$ cat config.mk
export PLATFORM = sky130hd
export DESIGN_NAME = cam_capture_flat
export DESIGN_NICKNAME = d
export VERILOG_FILES = /design/src/rtl/cam_capture_pkg.sv /design/src/rtl/cam_capture_if.sv /design/src/rtl/cam_capture_sync_edge.sv /design/src/rtl/cam_capture.sv /design/src/flat_wrapper.sv
export SDC_FILE = /design/constraint.sdc
export NUM_CORES = 1
export LEC_CHECK = 0
export ABC_AREA = 1
export CORE_MARGIN = 3
export CORE_UTILIZATION = 59
export CTS_BUF_LIST = sky130_fd_sc_hd__clkbuf_4
export DETAILED_ROUTE_END_ITERATION = 10
export PLACE_DENSITY = 0.83
export SYNTH_ARGS = -nofsm -noshare
export SYNTH_HDL_FRONTEND = slang
export SYNTH_SLANG_ARGS = --single-unit
$ cat constraint.sdc
create_clock -name clk_50 -period 1.85 [get_ports clk_50]
set_input_delay 0.37 -clock clk_50 [delete_from_list [all_inputs] [get_ports clk_50]]
set_output_delay 0.37 -clock clk_50 [all_outputs]
set_load 0.05 [all_outputs]
$ cat src/rtl/cam_capture_pkg.sv
// Shared types and constants for the camera capture block: FSM states,
// RGB565 -> RGB111 bit selection and default geometry.
package cam_pkg;

  localparam int DEF_H_PIXELS = 320;
  localparam int DEF_V_LINES  = 240;
  localparam int DEF_ADDR_W   = 17;

  // Bits kept from RGB565: R and G come from the first byte, B from the second.
  localparam int R_BIT = 7;
  localparam int G_BIT = 2;
  localparam int B_BIT = 4;

  typedef enum logic [1:0] {
    IDLE    = 2'd0,
    WAIT_VS = 2'd1,
    IN_VS   = 2'd2,
    ACTIVE  = 2'd3
  } cam_state_e;

  function automatic logic [2:0] rgb565_to_rgb111(input logic [7:0] byte0,
                                                  input logic [7:0] byte1);
    return {byte0[R_BIT], byte0[G_BIT], byte1[B_BIT]};
  endfunction

endpackage

$ cat src/rtl/cam_capture_if.sv
// Camera byte stream plus frame-buffer write port. The master drives the
// camera side, the slave (the capture block) drives the write port.
interface cam_capture_if import cam_pkg::*; #(
  parameter int ADDR_W = DEF_ADDR_W
) ();

  logic              pclk;
  logic [7:0]        data_in;
  logic              h_ref;
  logic              v_sync;
  logic              wr_en;
  logic [ADDR_W-1:0] wr_addr;
  logic [2:0]        wr_data;

  modport master (
    output pclk, data_in, h_ref, v_sync,
    input  wr_en, wr_addr, wr_data
  );

  modport slave (
    input  pclk, data_in, h_ref, v_sync,
    output wr_en, wr_addr, wr_data
  );

endinterface

$ cat src/rtl/cam_capture_sync_edge.sv
// Two-flop synchronizer with one extra history flop for rise/fall detection.
module sync_edge (
  input  logic clk_50,
  input  logic reset_n,
  input  logic d,
  output logic q,
  output logic rise,
  output logic fall
);

  logic meta_reg;
  logic sync_reg;
  logic prev_reg;

  always_ff @(posedge clk_50 or negedge reset_n) begin
    if (!reset_n) begin
      meta_reg <= 1'b0;
      sync_reg <= 1'b0;
      prev_reg <= 1'b0;
    end else begin
      meta_reg <= d;
      sync_reg <= meta_reg;
      prev_reg <= sync_reg;
    end
  end

  assign q    = sync_reg;
  assign rise = sync_reg & ~prev_reg;
  assign fall = ~sync_reg & prev_reg;

endmodule

$ cat src/rtl/cam_capture.sv
// Camera capture: samples an RGB565 byte stream on clk_50, decimates 2:1
// vertically and writes RGB111 pixels into a linear frame buffer.
module cam_capture import cam_pkg::*; #(
  parameter int H_PIXELS = DEF_H_PIXELS,
  parameter int V_LINES  = DEF_V_LINES,
  parameter int ADDR_W   = DEF_ADDR_W
) (
  input  logic         clk_50,
  input  logic         reset_n,
  input  logic         capture_en,
  cam_capture_if.slave cam,
  output logic         frame_done,
  output logic         busy,
  output logic         byte_err
);

  localparam int COL_W     = $clog2(H_PIXELS + 1);
  localparam int LINE_W    = $clog2(2 * V_LINES + 1);
  localparam int SIG_PCLK  = 0;
  localparam int SIG_HREF  = 1;
  localparam int SIG_VSYNC = 2;

  logic [2:0] raw_sig;
  logic [2:0] sync_sig;
  logic [2:0] rise_sig;
  logic [2:0] fall_sig;

  assign raw_sig = {cam.v_sync, cam.h_ref, cam.pclk};

  generate
    for (genvar gi = 0; gi < 3; gi++) begin : g_sync
      sync_edge u_sync (
        .clk_50  (clk_50),
        .reset_n (reset_n),
        .d       (raw_sig[gi]),
        .q       (sync_sig[gi]),
        .rise    (rise_sig[gi]),
        .fall    (fall_sig[gi])
      );
    end
  endgenerate

  logic pclk_rise;
  logic href_q;
  logic href_rise;
  logic href_fall;
  logic vsync_q;
  logic vsync_rise;
  logic vsync_fall;

  assign pclk_rise  = rise_sig[SIG_PCLK];
  assign href_q     = sync_sig[SIG_HREF];
  assign href_rise  = rise_sig[SIG_HREF];
  assign href_fall  = fall_sig[SIG_HREF];
  assign vsync_q    = sync_sig[SIG_VSYNC];
  assign vsync_rise = rise_sig[SIG_VSYNC];
  assign vsync_fall = fall_sig[SIG_VSYNC];

  // Data takes the same two-stage path so it stays aligned with pclk.
  logic [7:0] data_meta_reg;
  logic [7:0] data_sync_reg;

  always_ff @(posedge clk_50 or negedge reset_n) begin
    if (!reset_n) begin
      data_meta_reg <= 8'd0;
      data_sync_reg <= 8'd0;
    end else begin
      data_meta_reg <= cam.data_in;
      data_sync_reg <= data_meta_reg;
    end
  end

  cam_state_e state_reg;
  cam_state_e state_next;
  logic       frame_start;
  logic       frame_end;

  always_ff @(posedge clk_50 or negedge reset_n) begin
    if (!reset_n) begin
      state_reg <= IDLE;
    end else begin
      state_reg <= state_next;
    end
  end

  always_comb begin
    state_next  = state_reg;
    frame_start = 1'b0;
    frame_end   = 1'b0;
    case (state_reg)
      IDLE: begin
        if (capture_en) state_next = WAIT_VS;
      end
      WAIT_VS: begin
        if (vsync_q) state_next = IN_VS;
      end
      IN_VS: begin
        if (vsync_fall) begin
          state_next  = ACTIVE;
          frame_start = 1'b1;
        end
      end
      ACTIVE: begin
        // capture_en is only consulted here, so a dropped request finishes the frame.
        if (vsync_rise) begin
          frame_end  = 1'b1;
          state_next = capture_en ? IN_VS : IDLE;
        end
      end
      default: state_next = IDLE;
    endcase
  end

  logic [LINE_W-1:0] line_reg;
  logic [COL_W-1:0]  col_reg;
  logic              phase_reg;
  logic [ADDR_W-1:0] row_base_reg;
  logic [7:0]        byte0_reg;
  logic              wr_en_reg;
  logic [ADDR_W-1:0] wr_addr_reg;
  logic [2:0]        wr_data_reg;
  logic              frame_done_reg;
  logic              byte_err_reg;

  logic in_active;
  logic line_in_range;
  logic line_wr;
  logic col_ok;
  logic phase_eff;
  logic byte_stb;

  assign in_active     = (state_reg == ACTIVE);
  assign line_in_range = (line_reg < LINE_W'(2 * V_LINES));
  assign line_wr       = ~line_reg[0] & line_in_range;
  assign col_ok        = (col_reg < COL_W'(H_PIXELS));
  // A byte arriving with the h_ref rise is the first byte of the line.
  assign phase_eff     = href_rise ? 1'b0 : phase_reg;
  assign byte_stb      = in_active & pclk_rise & href_q;

  always_ff @(posedge clk_50 or negedge reset_n) begin
    if (!reset_n) begin
      line_reg       <= '0;
      col_reg        <= '0;
      phase_reg      <= 1'b0;
      row_base_reg   <= '0;
      byte0_reg      <= 8'd0;
      wr_en_reg      <= 1'b0;
      wr_addr_reg    <= '0;
      wr_data_reg    <= 3'd0;
      frame_done_reg <= 1'b0;
      byte_err_reg   <= 1'b0;
    end else begin
      wr_en_reg      <= 1'b0;
      frame_done_reg <= frame_end;
      if (frame_start) begin
        line_reg     <= '0;
        col_reg      <= '0;
        phase_reg    <= 1'b0;
        row_base_reg <= '0;
        byte_err_reg <= 1'b0;
      end else if (in_active) begin
        if (href_rise) begin
          col_reg   <= '0;
          phase_reg <= 1'b0;
        end
        if (byte_stb) begin
          if (!phase_eff) begin
            byte0_reg <= data_sync_reg;
            phase_reg <= 1'b1;
          end else begin
            phase_reg <= 1'b0;
            // Column saturates at H_PIXELS: overlong lines never wrap into the next row.
            if (col_ok) begin
              col_reg <= col_reg + COL_W'(1);
              if (line_wr) begin
                wr_en_reg   <= 1'b1;
                wr_addr_reg <= row_base_reg + ADDR_W'(col_reg);
                wr_data_reg <= rgb565_to_rgb111(byte0_reg, data_sync_reg);
              end
            end
          end
        end
        if (href_fall) begin
          if (phase_reg) byte_err_reg <= 1'b1;
          if (line_wr) row_base_reg <= row_base_reg + ADDR_W'(H_PIXELS);
          if (line_in_range) line_reg <= line_reg + LINE_W'(1);
          col_reg   <= '0;
          phase_reg <= 1'b0;
        end
      end
    end
  end

  assign cam.wr_en   = wr_en_reg;
  assign cam.wr_addr = wr_addr_reg;
  assign cam.wr_data = wr_data_reg;
  assign frame_done  = frame_done_reg;
  assign byte_err    = byte_err_reg;
  assign busy        = (state_reg != IDLE);

endmodule
$ cat src/flat_wrapper.sv
// flat-port wrapper written by rule: the top's interface ports become plain ports
module cam_capture_flat import cam_pkg::*;
#(
  parameter int H_PIXELS = DEF_H_PIXELS,
  parameter int V_LINES  = DEF_V_LINES,
  parameter int ADDR_W   = DEF_ADDR_W
)
  (clk_50, reset_n, capture_en, frame_done, busy, byte_err, cam_pclk, cam_data_in, cam_h_ref, cam_v_sync, cam_wr_en, cam_wr_addr, cam_wr_data);
  cam_capture_if #(.ADDR_W(ADDR_W)) cam_i ();
  input  logic clk_50;
  input  logic reset_n;
  input  logic capture_en;
  output logic frame_done;
  output logic busy;
  output logic byte_err;
  input wire logic [$bits(cam_i.pclk)-1:0] cam_pclk;
  input wire logic [$bits(cam_i.data_in)-1:0] cam_data_in;
  input wire logic [$bits(cam_i.h_ref)-1:0] cam_h_ref;
  input wire logic [$bits(cam_i.v_sync)-1:0] cam_v_sync;
  output wire logic [$bits(cam_i.wr_en)-1:0] cam_wr_en;
  output wire logic [$bits(cam_i.wr_addr)-1:0] cam_wr_addr;
  output wire logic [$bits(cam_i.wr_data)-1:0] cam_wr_data;
  assign cam_i.pclk = cam_pclk;
  assign cam_i.data_in = cam_data_in;
  assign cam_i.h_ref = cam_h_ref;
  assign cam_i.v_sync = cam_v_sync;
  assign cam_wr_en = cam_i.wr_en;
  assign cam_wr_addr = cam_i.wr_addr;
  assign cam_wr_data = cam_i.wr_data;
  cam_capture #(.H_PIXELS(H_PIXELS), .V_LINES(V_LINES), .ADDR_W(ADDR_W)) u_core (.clk_50(clk_50), .reset_n(reset_n), .capture_en(capture_en), .cam(cam_i), .frame_done(frame_done), .busy(busy), .byte_err(byte_err));
endmodule
* Word level (Yosys, flattened, before mapping)
Index checks and enable logic that the tools add are counted.
** Operators by class
- Add/sub/neg operators :: 4
- Magnitude comparators :: 2
- Equal/unequal tests :: 7
- Multiplexer cells :: 41
- Bitwise logic cells :: 16
- Reduce and logical (&&, ||, !) cells :: 13
** Operator list (count)
- $mux W9 :: 11
- $mux W17 :: 4
- $mux W1 :: 20
- $add A9 B1 Y9 const B :: 2
- $lt A9 B9 Y1 const B :: 2
- $add A17 B9 Y17 :: 1
- $add A17 B9 Y17 const B :: 1
- $reduce_bool A2 Y1 :: 6
- $mux W2 :: 5
- $reduce_and A3 Y1 :: 3
- $and A1 B1 Y1 :: 8
- $ne A2 B2 Y1 const B :: 4
- $not A1 Y1 :: 8
- $pmux W2 S4 :: 1
- $reduce_and A4 Y1 :: 2
- $reduce_and A6 Y1 :: 1
- $eq A2 B2 Y1 const B :: 2
- $eq A2 B1 Y1 const B :: 1
- $logic_not A2 Y1 :: 1
** Storage, ports and cells
- Register bits after elaboration :: 94
- Bits of input ports :: 14
- Output and inout bits :: 24
- Logic and storage cells :: 105

* Depth between registers and ports, before layout
Gate-level depths: netlist of the first run.
- Depth after elaboration :: 9
- Gate-level depth with buffers :: 11
- Depth with buffers taken out :: 10

* Cells and area by module
Synthesis of the first run repeated with hierarchy kept, for this count alone.
** Unflattened totals
- Cells, all modules :: 480
- Area, all modules :: 3741.1 sq um
** By module, submodules not included
- cam_capture :: instances 1, cells an instance 459, area each 3470.8 sq um, sequential area each 1576.5 sq um
- sync_edge :: instances 3, cells an instance 7, area each 90.1 sq um, sequential area each 75.1 sq um

* Worst setup path after synthesis of the first run
No wires, ideal clock.
- Kind :: reg-to-reg
- Start :: reg u_core.col_reg[7]
- End :: reg u_core.wr_addr_reg[14], in the netlist u_core.cam.wr_addr[14]
- Setup time :: 118 ps
- Data arrival time :: 1500 ps
- Path slack :: 232 ps
- Stages on the path, launching flop included :: 10
- Path buffers :: 0
- Clock period less this slack :: 1618 ps
- Path through :: dfrtp_1 ha_1 nand2_1 nand2_1 a21oi_1 nand2_1 nand2_1 nand2_1 nand3_1 nand2_1
** On the way
- Longest elaborated chain between the ends :: 2
** Ends and longest elaborated chain
- start, declared :: line cam_capture.sv:115 : logic [COL_W-1:0] col_reg;
- start signal, assigned :: line cam_capture.sv:174 : col_reg <= col_reg + COL_W'(1);
- $lt A9 B9 Y1 :: line cam_capture.sv:135 : assign col_ok = (col_reg < COL_W'(H_PIXELS));
- $reduce_and A6 Y1 (no source line)
- end signal, assigned :: line cam_capture.sv:177 : wr_addr_reg <= row_base_reg + ADDR_W'(col_reg);
- end, declared :: line cam_capture.sv:120 : logic [ADDR_W-1:0] wr_addr_reg;
Parallel ways exist; a longest one is shown, timed or not.
A chain may end at the register's enable or synchronous reset.

* Worst setup path after layout of the first run
- Start :: reg u_core.row_base_reg[7]
- End :: reg u_core.wr_addr_reg[12], in the netlist u_core.cam.wr_addr[12]
** On the way
- Longest elaborated chain between the ends :: 1
** Ends and longest elaborated chain
- start, declared :: line cam_capture.sv:117 : logic [ADDR_W-1:0] row_base_reg;
- start signal, assigned :: line cam_capture.sv:185 : if (line_wr) row_base_reg <= row_base_reg + ADDR_W'(H_PIXELS);
- $add A17 B9 Y17 :: line cam_capture.sv:177
Every way passes these cells.

==> results of run 1 <==
## power breakdown
part | leakage, uW | internal, uW | switching, uW | total, uW
clock network | 0.0000794 | 536 | 555 | 1090
logic | 0.00119 | 494 | 1080 | 1570
registers | 0.000906 | 1810 | 227 | 2040
## kinds of logic (layout without fill, tap and decap cells)
logic type | after synthesis | in the layout | share of synthesized area (%)
AOI/OAI and AO/OA | 44 | 44 | 6.514
xor gates and xnor gates | 7 | 7 | 1.680
adders and majority gates | 7 | 7 | 2.400
buffers and inverters | 54 | 106 | 6.102
DFF | 72 | 72 | 49.37
muxes | 1 | 1 | 0.3085
other | 1 | 1 | 0.1027
and+or+nand+nor | 277 | 277 | 33.53
## metrics by stage
step                std cells  hold slack (ns)  area, sq um
global placement          574           0.3320         4059
detailed placement        574           0.3355         4059
CTS                       590           0.3553         4220
floorplan                 463          0.07441         3650
global route              590           0.3413         4227
finish                    590           0.3588         4227
## worst max-delay path by stage
| stage | end | slack (ns) | cells after the start |
|---|---|---|---|
| 3_5_place_dp | u_core.cam.wr_addr[12]$_DFFE_PN0P_ | 0.15 | 9 |
| 4_1_cts | u_core.cam.wr_addr[12]$_DFFE_PN0P_ | 0.11 | 9 |
| 6_report | u_core.cam.wr_addr[12]$_DFFE_PN0P_ | 0.19 | 9 |
| 2_1_floorplan | u_core.cam.wr_addr[14]$_DFFE_PN0P_ | 0.23 | 9 |
| 5_1_grt | u_core.cam.wr_addr[10]$_DFFE_PN0P_ | 0.02 | 8 |
| 3_3_place_gp | u_core.cam.wr_addr[16]$_DFFE_PN0P_ | 0.16 | 9 |
## layout by cell type, fill, tap and decap left out, drive strengths merged, types with 9 or more instances in the layout
| cell type | Yosys | final |
|---|---|---|
| o21ai | 25 | 25 |
| a21oi | 17 | 17 |
| clkbuf | 1 | 9 |
| nand2 | 169 | 169 |
| nand4 | 12 | 12 |
| dfrtp | 72 | 72 |
| nand3 | 51 | 51 |
| nor2 | 36 | 36 |
| inv | 47 | 47 |
| buf | 5 | 34 |
## metal layers
| metal | part of all wire [%] | global-route usage, % | up-vias |
|---|---|---|---|
| met4 | 2.6 | 11.37 | 0 |
| met5 | 0 | 0 | - |
| met2 | 48 | 36.73 | 112 |
| met3 | 5.5 | 3.631 | 15 |
| met1 | 44 | 29.17 | 1451 |
| li1 | - | - | 1585 |
## cell type report
| type | instances | area [sq um] | share of cell area [%] |
|---|---|---|---|
| Inverter | 48 | 180.2 | 4.263 |
| Timing Repair Buffer | 43 | 366.6 | 8.674 |
| Tap cell | 75 | 93.84 | 2.220 |
| Clock buffer | 9 | 67.56 | 1.599 |
| Clock inverter | 6 | 85.08 | 2.013 |
| Multi-Input combinational cell | 337 | 1632 | 38.60 |
| Sequential cell | 72 | 1802 | 42.63 |
## timing repair
item	4_1_cts	5_1_grt
endpoints found under the setup margin	1	4
hold buffers	1	0
endpoints found under the hold margin	72	0
resized for setup	1	2
buffers inserted	0	0
==> metrics.txt, run 1 <==
cells after synthesis 463; Seq/Total Area, Yosys 49.37%; worst min-delay path class reg -> reg; Die Wd 84.65 microns; Final Util 70.97%; dpl ws 0.1526 ns; Startpoint Class register; status finished clean; CTS tree yes; Synth Net Count 484; Synth top cells by count 163 x nand2_1, 72 x dfrtp_1, 50 x nand3_1; maximum vdd drop 0.0008637 V; CP peak stage delay 0.45 ns; Synth-to-Final Area Change 15.80%; IO buf count 32; Max Root-Sink Buffers 2; Top delay family on crit path simple AND/OR/NAND/NOR gates; reg-to-reg slack, setup 0.19 ns; CP arrival 1.97 ns; path depth of the worst reg2reg path 9; Hold Path Origin u_core.g_sync[2].u_sync.meta_reg$_DFF_PN0_; most frequent CP cell nand2_1; Setup TNS 0 ns; Num CTS Buffers 9; Power Dens Cells 1113 nW/um^2; H-tree lvl count 3; synth unique cells 30; CP bufs+invs 0; Rows 28; CTS Root Cell clkbuf_4; Yosys top cell area share 49.37%; WP data required 2.17 ns; max frequency 0.6041 GHz; drt initial violations 186; largest net degree at the start of global routing 73; R2R Path End u_core.cam.wr_addr[12]$_DFFE_PN0P_; number of global-route vias before repair 2,922; Mapped Area 3650 sq um; # DRC 0; number of synthesized flops with an enable pin 0; Main synth FF type dfrtp_1; worst setup path startpoint u_core.row_base_reg[7]$_DFFE_PN0P_; Slew Limit Fails 0; WL/cell 12.78 microns; hold endpoint u_core.g_sync[2].u_sync.q$_DFF_PN0_; drt total wl 7543 microns; synthesis-stage register bit count 72; insertion delay to the later sink of the worst-skew pair 0.42 ns; grt ovf 0; final layout net count 532; CP cell instances ha_1 > nand2_1 > nand2_1 > a21oi_2 > nand2_2 > nand2_1 > nand2_1 > nand3_1 > nand2_1; Post-DRT Antenna Nets 0; routability congestion estimate 0.9318; max-cap violation count 0; Pre-antenna DRT Iters 5; top-level port count 38; RR Startpoint u_core.row_base_reg[7]$_DFFE_PN0P_; die height 84.65 microns; final setup fails 0; Final Critical Period 1.655 ns; Worst-path clk slew 0.12 ns; Die Area 7166 sq um; Initial Util 61.28%; cell with the most instances after synthesis nand2_1; largest area contributor in the netlist dfrtp_1; syn avg cell area 7.883 sq um; Clock Sinks 72; # diodes 0; Core Region 5956 sq um; GRT Util Overall 22.53%; Synth warnings 0; Hold Path Depth 0; Tot Pwr 4703 uW; setup ws final 0.1946 ns; CP endpoint kind register; DR vias 3,163; via/cell ratio 5.361; top cells by area, synth dfrtp_1 49%, nand2_1 17%, nand3_1 6.9%, inv_1 4.6%, nor2_1 3.2%; max reg flops 17; static leakage 0.002176 uW; FFs w/ async S/R, synth 100.0%; worst-path fanout max 7; worst clock skew 0.01423 ns; first-pass GRT wire length 12,850 microns; RSZ-0062 raised after global routing no; Fin. Hold Viols 0; Setup Crit Path Kind reg -> reg; share of layout cells above drive strength 1 13.40%; Fillers 459; initial antenna violation count 0; ratio of final minimum period to clock period 89.48%; Slowest-stage cell, CP dfrtp_1; DP HPWL 5391 microns
No activity file was read; power rests on OpenSTA's default activity.
==> run 2, diff against run 1 <==
--- a/config.mk
+++ b/config.mk
@@ -6,9 +6,10 @@
 export NUM_CORES = 1
 export LEC_CHECK = 0
 export ABC_AREA = 1
-export CORE_MARGIN = 3
+export CORE_MARGIN = 4
 export CORE_UTILIZATION = 59
 export CTS_BUF_LIST = sky130_fd_sc_hd__clkbuf_4
+export CTS_CLUSTER_DIAMETER = 200
 export DETAILED_ROUTE_END_ITERATION = 10
 export PLACE_DENSITY = 0.83
 export SYNTH_ARGS = -nofsm -noshare
==> metrics.txt, run 2 (synthesized netlist as in run 1, its figures left out) <==
most common cell after layout, fill and taps aside nand2_1; CTS tree yes; grt ovf 0; Fin. Hold Viols 0; worst clock skew 0.009845 ns; initial antenna violation count 0; max reg flops 17; post-route cell area 4247 sq um; Clock Sinks 72; path depth of the worst reg2reg path 9; routability congestion estimate 0.8741; first-pass GRT wire length 14,450 microns; Synth-to-Final Area Change 16.35%; ratio of final minimum period to clock period 91.58%; max-cap violation count 0; Power Dens Cells 1131 nW/um^2; worst min-delay path class reg -> reg; die height 86.65 microns; R2R Path End u_core.cam.wr_addr[16]$_DFFE_PN0P_; drt initial violations 240; reg-to-reg slack, setup 0.16 ns; Core Region 5956 sq um; Slowest-stage cell, CP dfrtp_2; static leakage 0.002187 uW; worst-path fanout max 7; Inst Count DP 574; Die Area 7508 sq um; Hold Path Depth 0; Top delay family on crit path simple AND/OR/NAND/NOR gates; drt total wl 8242 microns; Pre-antenna DRT Iters 5; RSZ-0062 raised after global routing no; Die Wd 86.65 microns; CP cell instances ha_1 > nand2_1 > nand2_1 > a21oi_2 > nand2_2 > nand2_1 > nand2_1 > nand3_1 > nand2_1; Final Critical Period 1.694 ns; CP arrival 2.02 ns; worst hold margin 0.3676 ns; share of layout cells above drive strength 1 14.12%; Initial Util 61.28%; Hold Path Origin u_core.g_sync[2].u_sync.meta_reg$_DFF_PN0_; Setup Crit Path Kind reg -> reg; Slew Limit Fails 0; status finished clean; Worst-path clk slew 0.12 ns; WP data required 2.17 ns; IO buf count 32; insertion delay to the later sink of the worst-skew pair 0.42 ns; via/cell ratio 5.552; RR Startpoint u_core.row_base_reg[7]$_DFFE_PN0P_; WL/cell 13.92 microns; GRT Util Overall 24.46%; Max Root-Sink Buffers 2; Rows 28; Setup TNS 0 ns; CP peak stage delay 0.44 ns; final layout net count 533; final setup fails 0; max frequency 0.5902 GHz; DP HPWL 5905 microns; # diodes 0; most frequent CP cell nand2_1; H-tree lvl count 3; CP bufs+invs 0; hold endpoint u_core.g_sync[2].u_sync.q$_DFF_PN0_; Placed Instance Area 4059 sq um; Final Util 71.30%; Final Non-Filler Cells 592; commonest non-fill, non-tap cells in the layout 162 x nand2_1, 71 x dfrtp_1, 50 x nand3_1, 45 x inv_1, 32 x buf_4; DR vias 3,287; largest net degree at the start of global routing 73; Num CTS Buffers 9; # DRC 0; maximum vdd drop 0.0007193 V; top-level port count 38; CP endpoint kind register; CTS Root Cell clkbuf_4; Post-DRT Antenna Nets 0; Fillers 479; Startpoint Class register; number of global-route vias before repair 3,176
-- run 2: cell types whose count changed in the layout (fill, tap and decap cells not counted), sizes merged --
| cell | delta |
|---|---|
| clkbuf | +2 |
| buf | +1 |
| clkinv | -1 |
-- run 2: layer usage --
| layer | part of all wire (%) | up-vias | global-route usage (%) |
|---|---|---|---|
| li1 | - | 1590 | - |
| met1 | 40 | 1545 | 30.65 |
| met2 | 50 | 128 | 40.68 |
| met3 | 6.7 | 24 | 5.894 |
| met4 | 2.5 | 0 | 9.915 |
| met5 | 0 | - | 0 |
-- run 2: through the flow --
stage,total power [uW],setup WS (ns)
finish,4803,0.1558
global route,5102,0.02345
CTS,4793,0.05564
detailed placement,3660,0.09928
global placement,3581,0.1740
floorplan,3116,0.2321
-- run 2: cell type report --
cell class / instances / area [sq um] / share of cell area [%]
flip-flops and latches: 72 / 1803 / 42.46
well taps: 75 / 93.84 / 2.210
repair buffers: 44 / 374.1 / 8.810
inverters: 48 / 180.2 / 4.243
multi-input cells: 337 / 1632 / 38.42
clock buffers: 11 / 82.58 / 1.945
clock inverters: 5 / 81.33 / 1.915
-- run 2: timing repair --
action                                 CTS  global route
cloned                                   0             0
endpoints found under the hold margin   72             0
setup endpoints to repair                1             4
hold buffers                             1             0
gates resized for setup                  1             3
pin swaps                                0             2
setup buffers                            0             1
-- run 2: report_power, final --
group,switching (uW),internal (uW)
Clock,568,579
Combinational,1110,507
Sequential,223,1820
-- run 2: how the worst max path moves through the flow --
stage / from / end / slack [ns] / cells after the start
floorplan: u_core.col_reg[7]$_DFFE_PN0N_ / u_core.cam.wr_addr[14]$_DFFE_PN0P_ / 0.23 / 9
global placement: u_core.row_base_reg[7]$_DFFE_PN0P_ / u_core.cam.wr_addr[16]$_DFFE_PN0P_ / 0.17 / 9
detailed placement: u_core.row_base_reg[7]$_DFFE_PN0P_ / u_core.cam.wr_addr[16]$_DFFE_PN0P_ / 0.1 / 9
CTS: u_core.row_base_reg[7]$_DFFE_PN0P_ / u_core.cam.wr_addr[16]$_DFFE_PN0P_ / 0.06 / 9
global route: u_core.state_reg[0]$_DFFE_PN0P_ / u_core.row_base_reg[10]$_DFFE_PN0P_ / 0.02 / 8
finish: u_core.row_base_reg[7]$_DFFE_PN0P_ / u_core.cam.wr_addr[16]$_DFFE_PN0P_ / 0.16 / 9
-- run 2: worst reg2reg max path, stage by stage, from the launching register on --
cell     delay [ns]
dfrtp_2        0.44
ha_1           0.34
nand2_1        0.09
nand2_1        0.10
a21oi_2        0.19
nand2_2        0.15
nand2_1        0.12
nand2_1        0.06
nand3_1        0.08
nand2_1        0.05
==> run 3, diff against run 2 <==
--- a/config.mk
+++ b/config.mk
@@ -11,7 +11,8 @@
 export CTS_BUF_LIST = sky130_fd_sc_hd__clkbuf_4
 export CTS_CLUSTER_DIAMETER = 200
 export DETAILED_ROUTE_END_ITERATION = 10
-export PLACE_DENSITY = 0.83
+export DONT_BUFFER_PORTS = 1
+export PLACE_DENSITY = 0.75
 export SYNTH_ARGS = -nofsm -noshare
 export SYNTH_HDL_FRONTEND = slang
 export SYNTH_SLANG_ARGS = --single-unit
==> metrics.txt, run 3 (synthesized netlist as in run 1, its figures left out) <==
status complete, but fails checks; failing checks hold timing; Post-DRT Antenna Nets 0; sw power 1834 uW; RR Startpoint u_core.row_base_reg[7]$_DFFE_PN0P_; via/cell ratio 5.367; R2R Path End u_core.cam.wr_addr[10]$_DFFE_PN0P_; most frequent CP cell nand2_1; Clock Sinks 72; first-pass GRT wire length 13,160 microns; Tightest Pin Transition 0.5018 ns; number of hold buffers added after CTS 6; worst-path fanout max 7; top-level port count 38; Core Region 5956 sq um; wire length on met3 346 microns; maximum vdd drop 0.0007443 V; max reg flops 17; final setup fails 0; headroom to the max-slew limit 66.54%; Num CTS Buffers 9; # diodes 0; Tot Pwr 4537 uW; CTS tree yes; Slew Limit Fails 0; Setup Crit Path Kind reg -> reg; drt initial violations 233; Worst-path clk slew 0.13 ns; register area 1802 sq um; Final Critical Period 1.690 ns; static leakage 0.002039 uW; Initial Util 61.28%; number of global-route vias before repair 2,984; WP data required 2.19 ns; Logic pwr share 22.5%; RSZ-0062 raised after global routing no; die height 86.65 microns; met2 routed wirelength 3582 microns; GRT Util Overall 22.27%; worst hold margin -0.3845 ns; CP arrival 2.03 ns; Fin. Hold Viols 72; Switching Share 40.43%; Setup TNS 0 ns; clock share of power 24.9%; Startpoint Class register; Fillers 490; largest net degree at the start of global routing 73; IO buf count 0; H-tree lvl count 3; initial antenna violation count 0; most common cell after layout, fill and taps aside nand2_1; Max Root-Sink Buffers 2; worst min-delay path class in -> async; ratio of final minimum period to clock period 91.36%; grt ovf 0; Synth-to-Final Area Change 10.28%; drt total wl 7468 microns; # DRC 0; CP cell instances ha_1 > nand2_1 > nand2_1 > a21oi_2 > nand2_2 > nand2_1 > nand2_1 > o21ai_0; internal power 2703 uW; Pre-antenna DRT Iters 4; CTS Root Cell clkbuf_4; Max Used Layer met4; Die Wd 86.65 microns; path depth of the worst reg2reg path 8; max-cap violation count 0; WL/cell 13.19 microns; commonest non-fill, non-tap cells in the layout 162 x nand2_1, 72 x dfrtp_1, 50 x nand3_1, 45 x inv_1, 31 x nor2_1; Die Area 7508 sq um; Power Dens Cells 1127 nW/um^2; DR vias 3,038; DP HPWL 5312 microns; CP endpoint kind register; max frequency 0.5916 GHz; area occupied by multi-input gates 1632 sq um; insertion delay to the later sink of the worst-skew pair 0.43 ns; routability congestion estimate 0.9351; worst clock skew 0.01609 ns; Rows 28; reg-to-reg slack, setup 0.16 ns; Slowest-stage cell, CP dfrtp_1; CP peak stage delay 0.45 ns; sequential share of power 52.6%; metal1 wirelength 3391 microns; share of layout cells above drive strength 1 10.18%; Final Util 67.58%; post-CTS setup buffers 0; final layout net count 507
[run 3: changes by cell type in the layout (fill, tap and decap cells not counted), moves of 2 or more]
cell	delta
buf_4	-20
clkdlybuf4s50_1	-7
dlygate4sd3_1	+5
clkinvlp_4	+3
buf_12	-2
clkbuf_4	-2
[run 3: cell type report]
type / instances / share of cell area, %
clock inverters: 7 / 2.394
well taps: 75 / 2.331
flip-flops and latches: 72 / 44.76
clock buffers: 9 / 1.679
multi-input cells: 337 / 40.53
inverters: 48 / 4.569
repair buffers: 18 / 3.730
[run 3: power by group through the flow]
stage                     Combinational, uW  Sequential, uW  Clock [uW]
after CTS                              1030            2390        1150
final                                  1020            2380        1130
after global routing                   1180            2420        1220
after floorplan                         778            2340           0
after global placement                  981            2410           0
after detailed placement               1010            2420           0
[run 3: layer usage]
metal / up-vias / GRT usage, %
li1: 1544 / -
met1: 1413 / 28.68
met2: 68 / 36.79
met3: 13 / 3.897
met4: 0 / 9.915
met5: - / 0
[run 3: worst max path at each step]
stage	start	endpoint	slack [ns]	cells after the start
final	u_core.row_base_reg[7]$_DFFE_PN0P_	u_core.cam.wr_addr[10]$_DFFE_PN0P_	0.16	8
after floorplan	u_core.col_reg[7]$_DFFE_PN0N_	u_core.cam.wr_addr[14]$_DFFE_PN0P_	0.23	9
after global placement	u_core.row_base_reg[7]$_DFFE_PN0P_	u_core.cam.wr_addr[14]$_DFFE_PN0P_	0.16	9
after detailed placement	u_core.row_base_reg[7]$_DFFE_PN0P_	u_core.cam.wr_addr[10]$_DFFE_PN0P_	0.07	8
after global routing	u_core.state_reg[0]$_DFFE_PN0P_	u_core.row_base_reg[8]$_DFFE_PN0P_	0.03	7
after CTS	u_core.row_base_reg[7]$_DFFE_PN0P_	u_core.cam.wr_addr[10]$_DFFE_PN0P_	0.05	8
[run 3: stage by stage]
step | setup WS [ns] | cell area, sq um | instances
6_report | 0.1598 | 4025 | 566
5_1_grt | 0.02932 | 4025 | 566
4_1_cts | 0.05201 | 4015 | 566
3_5_place_dp | 0.07146 | 3791 | 544
3_3_place_gp | 0.1619 | 3791 | 544
2_1_floorplan | 0.2321 | 3650 | 463
[run 3: what timing repair did]
item	CTS	global route
gates resized for setup	0	3
setup endpoints to repair	0	4
endpoints found under the hold margin	78	72
[run 3: critical path, delay by kind of cell, from the launching register on]
family	cells	cell delay (ns)
DFF	1	0.45
and+or+nand+nor	5	0.45
adders and majority gates	1	0.36
AOI/OAI and AO/OA	2	0.35
